==> src/rtl/refresh_sched.sv <==
//------------------------------------------------------------------------------
// Module      : refresh_sched
// Description : DRAM refresh scheduler with an interval timer, a pending
//               refresh counter and a request/grant/done handshake FSM.
// Revision    : 1.0 - initial release
//------------------------------------------------------------------------------
`default_nettype none

module refresh_sched (
    input  logic       sys_clk,
    input  logic       reset,
    input  logic       refen,
    input  logic [9:0] refdiv,
    input  logic       refack,
    input  logic       refdone,
    output logic       refreq,
    output logic       refurg,
    output logic [2:0] pend,
    output logic       refovf,
    output logic       refto
);

    localparam logic [3:0] c_WD_MAX   = 4'hF;
    localparam logic [2:0] c_PEND_MAX = 3'd7;
    localparam logic [2:0] c_URG_LVL  = 3'd4;

    typedef enum logic [1:0] {
        ST_IDLE   = 2'd0,
        ST_REQ    = 2'd1,
        ST_ACTIVE = 2'd2
    } state_t;

    state_t     r_state;
    logic [9:0] r_cnt;
    logic [3:0] r_wd;

    logic w_run;
    logic w_tick;
    logic w_done;
    logic w_timeout;

    assign w_run     = refen && (refdiv != 10'd0);
    assign w_tick    = w_run && (r_cnt == 10'd0);
    // A watchdog expiry retires the refresh exactly like a completion.
    assign w_done    = (r_state == ST_ACTIVE) && (refdone || (r_wd == c_WD_MAX));
    assign w_timeout = (r_state == ST_ACTIVE) && !refdone && (r_wd == c_WD_MAX);

    // Interval timer; reloading every cycle while stopped keeps refdiv live.
    always_ff @(posedge sys_clk) begin
        if (reset) begin
            r_cnt <= refdiv;
        end else if (!w_run || (r_cnt == 10'd0)) begin
            r_cnt <= refdiv;
        end else begin
            r_cnt <= r_cnt - 10'd1;
        end
    end

    always_ff @(posedge sys_clk) begin
        if (reset) begin
            pend   <= 3'd0;
            refovf <= 1'b0;
            refto  <= 1'b0;
            refurg <= 1'b0;
        end else begin
            if (w_tick && !w_done) begin
                if (pend == c_PEND_MAX) begin
                    refovf <= 1'b1;
                end else begin
                    pend <= pend + 3'd1;
                end
            end else if (w_done && !w_tick && (pend != 3'd0)) begin
                pend <= pend - 3'd1;
            end
            if (w_timeout) begin
                refto <= 1'b1;
            end
            refurg <= (pend >= c_URG_LVL);
        end
    end

    always_ff @(posedge sys_clk) begin
        if (reset) begin
            r_state <= ST_IDLE;
            r_wd    <= 4'd0;
            refreq  <= 1'b0;
        end else begin
            case (r_state)
                ST_IDLE: begin
                    if (pend != 3'd0) begin
                        r_state <= ST_REQ;
                        refreq  <= 1'b1;
                    end
                end
                ST_REQ: begin
                    if (refack) begin
                        r_state <= ST_ACTIVE;
                        r_wd    <= 4'd0;
                        refreq  <= 1'b0;
                    end
                end
                ST_ACTIVE: begin
                    if (w_done) begin
                        r_state <= ST_IDLE;
                    end else begin
                        r_wd <= r_wd + 4'd1;
                    end
                end
                default: begin
                    r_state <= ST_IDLE;
                    refreq  <= 1'b0;
                end
            endcase
        end
    end

endmodule

`default_nettype wire

==> config.mk <==
export PLATFORM = sky130hd
export DESIGN_NAME = refresh_sched
export DESIGN_NICKNAME = d
export VERILOG_FILES = /design/src/rtl/refresh_sched.sv
export SDC_FILE = /design/constraint.sdc
export NUM_CORES = 1
export LEC_CHECK = 0
export BUFFER_PORTS_ARGS = -buffer_cell sky130_fd_sc_hd__buf_4
export CAP_MARGIN = 30
export CORE_UTILIZATION = 56
export DETAILED_ROUTE_END_ITERATION = 10
export GPL_TIMING_DRIVEN = 0
export MAX_ROUTING_LAYER = met4
export PLACE_DENSITY = 0.84
export SLEW_MARGIN = 20
export SYNTH_ARGS = -nofsm -noshare
export SYNTH_HDL_FRONTEND = slang
export SYNTH_SLANG_ARGS = --single-unit
==> constraint.sdc <==
create_clock -name sys_clk -period 6.25 [get_ports sys_clk]
set_input_delay 0.9375 -clock sys_clk [delete_from_list [all_inputs] [get_ports sys_clk]]
set_output_delay 0.9375 -clock sys_clk [all_outputs]
set_load 0.005 [all_outputs]
==> flow_metrics.tcl <==
set metrics [dict create \
    status "completed" \
    p_int_uw 195 \
    period_share_pct 37.5 \
    postPlaceCellArea_um2 1350 \
    ir_worst_vdd_mv 0.120 \
    synth_area_per_cell_um2 8.63 \
    maxCapViolations 0 \
    overflow 0 \
    grt_max_degree 13 \
    synth_top_area_cell "dfxtp_1" \
    fmax_ghz 0.427 \
    yosys_most_used_dff "dfxtp_1" \
    placeableCoreArea_um2 1940 \
    dieHeight_um 47.4 \
    final_antenna_net_count 0 \
    cellPowerDensity_nw_per_um2 191 \
    fin_worst_skew_ns 0.00373 \
    netlist.area_leader.share_pct 39.8 \
    p_sw_share_pct 25.6 \
    netlist_instances 134 \
    dieArea_um2 2250 \
    finalPower_uw 262 \
    wl_per_cell_um 12.3 \
    grt_pass1_vias 898 \
    via_per_inst 5.53 \
    final_cell_area_um2 1370 \
    yosysUniqueCellTypes 37 \
    ys_ff_latch 23 \
    placementRows 16 \
    setup-tns-final_ns 0 \
    cp.arrival_ns 2.55 \
    syn_to_final_growth_pct 18.8 \
    wl_met1_um 1030 \
    path_class "flop to flop" \
    crit_required_ns 6.45 \
    dp.cells 182 \
    dr.max_layer_used "met4" \
    tightest_slew_ns 0.442 \
    grt.total_usage_pct 24.2 \
    drive_gt1_share_pct 18.9 \
    startpoint_type "flop" \
    cts_hold_buf 0 \
    route.met2.wl_um 1160 \
    port-buffer-count 21 \
    dr_wl_met3_um 72 \
    cts_tree "done" \
    power_frac_seq_pct 61.4 \
    period_needed_ns 2.34 \
    yosys_warnings 0 \
    synth.area.top_cells "dfxtp_1 (40%), xor2_1 (6.1%), nand2_1 (5.2%)" \
    numCtsBuffers 3 \
    multi_input_area_um2 667 \
    ys_async_sr_fraction_pct 0 \
    routed_wirelength_um 2290 \
    slew_headroom_pct 70.5 \
    synth_xor_area_share_pct 8.33 \
    cts_resized 0 \
    hpwl_um 1830 \
    regArea_um2 460 \
    whs_ns 0.486 \
    end_kind "flop" \
    fillers 178 \
    start_util_pct 59.5 \
    io_pins 22 \
    num_antenna_cells 0 \
    cts-root-buf "clkbuf_4" \
    p_leak_uw 0.000579 \
    post_cts_buffers 0 \
    route.vias.total 1029 \
    rrSetupSlack_ns 3.91 \
    synth-edff-count 0 \
    muxShareOfSynthArea_pct 3.14 \
    drv_slew 0 \
    drtIter0Drc 28 \
    hold_viol 0 \
    pwr-share-clk_pct 25.6 \
    grt_pass1_wl_um 3690 \
    syn-num-nets 153 \
    synth.cell_area_um2 1160 \
    cts_buffer_depth 2 \
    synth_compound_area_share_pct 12.1 \
    power_switching_uw 67.1 \
    synthSimpleGateAreaFrac_pct 29.1 \
    h-tree-depth 1 \
    combPwrFrac_pct 12.9 \
    rsz0062_at_grt "false" \
    gp_congestion 0.799 \
    synth_seq_area_share_pct 39.8 \
    route.detailed.drc 0 \
    finalNetCount 179 \
    fp.dieW_um 47.4 \
    synth_top_family_by_area "simple AND/OR/NAND/NOR gates" \
    path_clk_slew_ns 0.12 \
    clock-sinks 23 \
    clk_latency_ns 0.30 \
    firstDrtPassIters 4 \
    antenna_found_initial 0 \
    finalNonFillerCells 186 \
    final-setup-viol-count 0 \
    synthAdderAreaFrac_pct 4.98 \
    worstPathMaxFanout 5 \
    min-delay-path-class "flop to flop" \
]
## routing by layer
layer / global-route usage [%] / vias to the layer above
met5: - / -
met4: 8.57 / 0
met3: 4.91 / 5
met2: 40.3 / 23
met1: 28.8 / 485
li1: - / 516
## cells in the final DEF, fill, tap and decap left out, types with 3 or more instances in the layout
master and instances:
a21oi_1 3, nand2b_1 4, inv_1 4, nand3_1 6, clkbuf_4 3, dfxtp_1 23
buf_4 21, nor2b_1 5, xnor2_1 3, o21ai_0 9, xor2_1 8, nor2_1 15
nand2_1 16, ha_1 3, or3_1 3
## state kept, by name (all words and copies together) (netlist names)
register and cells:
r_cnt 10, r_wd 4, pend 3, r_state 2, refovf 1, refreq 1, refto 1, refurg 1
## logic make-up after synthesis
logic type,count (synthesis)
fa+ha+maj,4
simple gates,63
xor+xnor,11
compound gates,23
flops,23
buf+inv,7
mux,3
## worst paths after layout
path / cells past startpoint / end / startpoint
setup / recovery: 7 / pend[2] / r_wd[0]
hold / removal: 2 / refto / refto
setup reg to reg: 7 / pend[2] / r_wd[0]
hold reg to reg: 2 / refto / refto
## critical path, cell delays in order (launching register included)
cell and delay, ns:
dfxtp_1 0.36, ha_1 0.22, and3_1 0.24, o21ai_0 0.34, nand3_1 0.15, fa_1 0.40
o22ai_1 0.20, mux2_1 0.33
## layout make-up
class	count	share of cell area, %
buffer	3	1.00
sequential	23	33.5
timing repair buffer	21	11.5
clock buffer	4	1.91
multi-input combinational	104	48.5
tap	27	2.46
inverter	4	1.09
## stage by stage
| stage | utilization, % | setup slack [ns] |
|---|---|---|
| 2_1_floorplan | - | 3.95 |
| 3_3_place_gp | 69.4 | 3.61 |
| 3_5_place_dp | 69.4 | 3.64 |
| 4_1_cts | 70.7 | 3.90 |
| 5_1_grt | 70.7 | 3.76 |
| 6_report | 70.7 | 3.91 |
## Yosys cell counts, drive strengths merged, types with 2 or more instances
cell	count
dfxtp	23
nand3b	2
nor4	2
a21oi	3
nand2	16
buf	2
nand3	6
nor3	4
mux2	2
nor2b	5
inv	4
nor2	15
nand2b	4
o21ai	11
nand4	2
xnor2	3
and3	2
ha	3
xor2	8
or3	3
## power by group through the flow
stage | clock network (uW) | logic [uW] | registers (uW)
after floorplan | 0 | 20.2 | 163
after global placement | 0 | 31.8 | 164
after detailed placement | 0 | 33.6 | 164
after CTS | 68.9 | 33.9 | 161
after global routing | 75.8 | 38.1 | 162
final | 67.2 | 33.9 | 161
(Power assumes the default switching activity.)
